**config.mk**
```make
export PLATFORM = sky130hd
export DESIGN_NAME = fifo_merge_rr
export DESIGN_NICKNAME = d
export VERILOG_FILES = /design/src/rtl/fifo_merge_rr.sv
export SDC_FILE = /design/constraint.sdc
export NUM_CORES = 1
export LEC_CHECK = 0
export BUFFER_PORTS_ARGS = -buffer_cell sky130_fd_sc_hd__buf_2
export CORE_ASPECT_RATIO = 0.8
export CORE_MARGIN = 1
export CORE_UTILIZATION = 43
export CTS_CLUSTER_DIAMETER = 100
export DETAILED_ROUTE_END_ITERATION = 8
export PLACE_DENSITY = 0.78
export SLEW_MARGIN = 10
export SYNTH_ARGS = -nofsm -noshare
export SYNTH_HDL_FRONTEND = slang
export SYNTH_SLANG_ARGS = --single-unit
export TNS_END_PERCENT = 20
```
**constraint.sdc**
```tcl
create_clock -name clk -period 3.1 [get_ports clk]
set_input_delay 0.465 -clock clk [delete_from_list [all_inputs] [get_ports clk]]
set_output_delay 0.465 -clock clk [all_outputs]
set_load 0.05 [all_outputs]
```
**src/rtl/fifo_merge_rr.sv**
```systemverilog
// rtl/fifo_merge_rr.sv - round-robin merge of N per-TID input heads into one valid/ready output register
// Optional TID check on each grant: define FIFO_MERGE_TID_CHECK_EN.
`ifndef TID_WIDTH
`define TID_WIDTH 4
`endif

module fifo_merge_rr #(
   parameter int N          = 3,
   parameter int DATA_WIDTH = 32,
   localparam int SW        = (N > 1) ? $clog2(N) : 1
) (
   input  logic                  clk,
   input  logic                  arst_n,
   input  logic [0:N-1]          empty_n,
   output logic [0:N-1]          read,
   input  logic [DATA_WIDTH-1:0] din [0:N-1],
   output logic                  valid,
   input  logic                  ready,
   output logic [DATA_WIDTH-1:0] dout,
   output logic [SW-1:0]         src,
   output logic                  err
);

   logic [SW-1:0] ptr;
   logic [SW-1:0] win;
   logic [SW-1:0] ptr_next;
   logic          found;
   logic          slot;
   logic          grant;

   // First non-empty input scanning ptr, ptr+1, ... with wrap.
   always_comb begin
      int j;
      j     = 0;
      win   = '0;
      found = 1'b0;
      for (int k = 0; k < N; k++) begin
         j = int'(ptr) + k;
         if (j >= N) j = j - N;
         if (!found && empty_n[j]) begin
            found = 1'b1;
            win   = SW'(j);
         end
      end
   end

   assign slot     = !valid || ready;
   assign grant    = slot && found && arst_n;
   assign ptr_next = (win == SW'(N - 1)) ? '0 : win + 1'b1;

   always_comb begin
      read = '0;
      if (grant) read[win] = 1'b1;
   end

   always_ff @(posedge clk or negedge arst_n) begin
      if (!arst_n) begin
         valid <= 1'b0;
         dout  <= '0;
         src   <= '0;
         ptr   <= '0;
      end else if (grant) begin
         valid <= 1'b1;
         dout  <= din[win];
         src   <= win;
         ptr   <= ptr_next;
      end else if (slot) begin
         valid <= 1'b0;
      end
   end

`ifdef FIFO_MERGE_TID_CHECK_EN
   // Sticky: the word is still loaded even when its TID is wrong.
   always_ff @(posedge clk or negedge arst_n) begin
      if (!arst_n) begin
         err <= 1'b0;
      end else if (grant && (din[win][`TID_WIDTH-1:0] != `TID_WIDTH'(win))) begin
         err <= 1'b1;
      end
   end
`else
   assign err = 1'b0;
`endif

endmodule

```
==> flow_summary.yaml <==
timing:
  fin_crit_sh_pct: 95.9
  rsz0062_at_grt: "no"
  setup_viol_count_final: 0
  hold_viol: 0
  period_needed_ns: 2.97
  fmaxAchievable_mhz: 336
  timing.hold.ws_ns: 0.310
  drv_slew: 0
  fin_skew_ns: 0.00289
  fin_ws_ns: 0.128
  tns_ns: 0
floorplanning:
  die_area_mm2: 0.00547
  die_height_um: 66.3
  core_area_mm2: 0.00498
  start_util_pct: 44.7
  dieWidth_um: 82.4
  ioPinCount: 141
  rows: 23
yosys:
  synth_compound_area_share_pct: 28.2
  ys_ff_latch: 37
  synthFlopType: "dfrtp_1"
  mappedNetlistNets: 345
  synth.most_common_cell: "dfrtp_1"
  synth_area_leaders: "dfrtp_1 (42%), a221oi_1 (13%), nand2_2 (8.4%), a21oi_1 (7.4%), nor2_1 (5.7%)"
  yosys_warnings: 0
  syn_inst: 239
  synth_fa_ha_area_share_pct: 2.25
  ys_types: 40
  ys_seq_area_share_pct: 41.6
  async_flop_share_pct: 100
  synth_top_family_by_area: "compound AO/OA/AOI/OAI gates"
  synth.avg_cell_area_um2: 9.31
  synthSimpleGateAreaFrac_pct: 20.4
  synth_mux_area_share_pct: 1.52
  synth_commonest_cells: "dfrtp_1 (37), nor2_1 (34), a21oi_1 (33)"
  synth_top_area_share_pct: 41.6
  synth_area_mm2: 0.00222
  synth_edf_count: 0
  synth-xor-area-share_pct: 0
  synth.largest_area_cell: "dfrtp_1"
global_route:
  antenna_found_initial: 0
  grt_pass1_vias: 2107
  gr-total-overflow: 0
  grt_pass1_wl_um: 9660
  grt_max_degree: 39
  track_usage_pct: 23.5
worst_setup_path:
  reg2reg_from: "ptr[1]$_DFFE_PN0P_"
  crit_slowest_cell: "dfrtp_1"
  reg2reg_depth: 9
  crit_start: "ptr[1]$_DFFE_PN0P_"
  cp_cell_sequence: "inv_1 > ha_4 > mux2i_4 > o22ai_2 > nand2b_1 > o211a_1 > buf_4 > and3_1 > buf_2"
  critPathRequiredTime_ns: 2.63
  slowest_delay_ns: 0.43
  arrival_ns: 2.51
  worst-setup-path-type: "reg2out"
  critPathLaunchType: "register"
  rr_endpoint: "dout[11]$_DFFE_PN0P_"
  path_max_fanout: 9
  worst-r2r-setup-slack_ns: 0.67
  endpoint: "read[2]"
  endpoint_kind: "output port"
detailed_routing:
  routed_wl_um: 6400
  via_per_inst: 5.31
  drc_errors: 0
  first_pass_iters: 4
  drtAntennaViolNets: 0
  initialDrtViolationCount: 81
  avgRoutedWirePerCell_um: 14.6
  vias: 2330
finish:
  utilization_pct: 62.4
  fin_nets: 483
  syn2layout_area_growth_pct: 39.7
  drive_gt1_share_pct: 54.4
  diodes: 0
  nFillCells: 448
placement:
  place_ws_ns: 0.360
  io_buffers: 139
  dp.final_hpwl_um: 4610
  place.gp.congestion: 0.956
clock_network:
  cts_buffer_depth: 2
  cts_tree: "built"
  ctsHoldBuffers: 0
  cts_root_buffer: "clkbuf_8"
  clk_pin_slew_ns: 0.07
  cts_made_buffers: 5
  cts.htree.levels: 2
  clock_latency_ns: 0.28
  cts_num_sinks: 37
power_and_ir_drop:
  switching_power_uw: 2480
  combPwrFrac_pct: 72.3
  p_int_uw: 1870
  powerDensity_mw_per_mm2: 1400
  leakagePower_uw: 0.00146
  finalPower_uw: 4350
  vdd_ir_drop_max_mv: 0.785
  power_frac_clock_pct: 7.9
  pwr-share-seq_pct: 19.8
  p_sw_share_pct: 57.1
status:
  status: "finished clean"
worst_hold_path:
  hold_path_class: "in2async"
job:
  maxCapViolations: 0
[layout by cell type (no fill, tap or decap), types with 2 or more instances in the layout]
cell type,synthesis,routed
buf_2,11,138
dfrtp_1,37,37
nor2_1,34,34
a21oi_1,33,33
a221oi_1,32,32
nand2_2,30,30
buf_4,3,10
nand2_1,7,7
o21ai_0,6,6
clkbuf_8,0,6
inv_1,4,4
nor2b_1,3,3
nand2b_1,3,3
o22ai_2,1,2
o21ai_2,2,2
o21a_1,2,2
ha_4,0,2
ha_1,4,2
[worst min-delay path by stage]
stage,start,end,slack (ns),cells after the start
floorplan,arst_n,dout[0]$_DFFE_PN0P_,0.17,0
global placement,src[1]$_DFFE_PN0P_,src[1]$_DFFE_PN0P_,0.46,2
detailed placement,src[1]$_DFFE_PN0P_,src[1]$_DFFE_PN0P_,0.46,2
CTS,arst_n,dout[26]$_DFFE_PN0P_,0.33,2
global route,arst_n,dout[27]$_DFFE_PN0P_,0.35,2
finish,arst_n,dout[11]$_DFFE_PN0P_,0.31,2
[power by group through the flow]
stage                     registers (uW)  clock network [uW]  logic [uW]
after global routing                 888                 374        3380
after floorplan                     1660                   0        1620
after CTS                            861                 353        3040
after global placement               860                   0        2990
final                                862                 343        3140
after detailed placement             866                   0        3040
[sequential cells by signal, summed over array words and instances (netlist names)]
signal / cells
dout: 32
ptr: 2
src: 2
valid: 1
[metrics by stage]
stage	area, um2	instances
floorplan	2230	239
global placement	2960	431
detailed placement	2960	431
CTS	3050	438
global route	3110	439
finish	3110	439
[cell type report]
cell class                      count  area (um2)  area share, %
Multi-Input combinational cell    180        1230           39.5
Sequential cell                    37         926           29.8
Timing Repair Buffer              149         773           24.9
Clock buffer                        6        82.6           2.66
Tap cell                           62        77.6           2.50
Inverter                            4        15.0          0.483
Clock inverter                      1        7.51          0.242
[kinds of logic after synthesis]
kind of cell / after synthesis
compound gates: 86
simple gates: 86
flops: 37
buf+inv: 22
fa+ha+maj: 4
mux: 3
other cells: 1
[critical path, delay by kind of cell, from the launching register on]
family	cells	cell delay, ns
adder cells (fa/ha/maj)	1	0.21
flip-flops	1	0.43
multiplexers	1	0.27
AO/OA/AOI/OAI	2	0.40
AND/OR/NAND/NOR	2	0.38
buffers and inverters	3	0.53
[routing by layer]
metal | vias up | part of all wire (%) | GRT usage [%]
met1 | 1096 | 43 | 29.1
met3 | 4 | 6.2 | 6.21
met5 | - | 0 | 0
met2 | 89 | 50 | 40.8
met4 | 0 | 0.78 | 4.61
li1 | 1141 | - | -
[what timing repair did]
item	CTS	global route
endpoints found under the setup margin	0	3
buffers inserted	0	1
gates resized for setup	0	9
(Power assumes the default switching activity.)
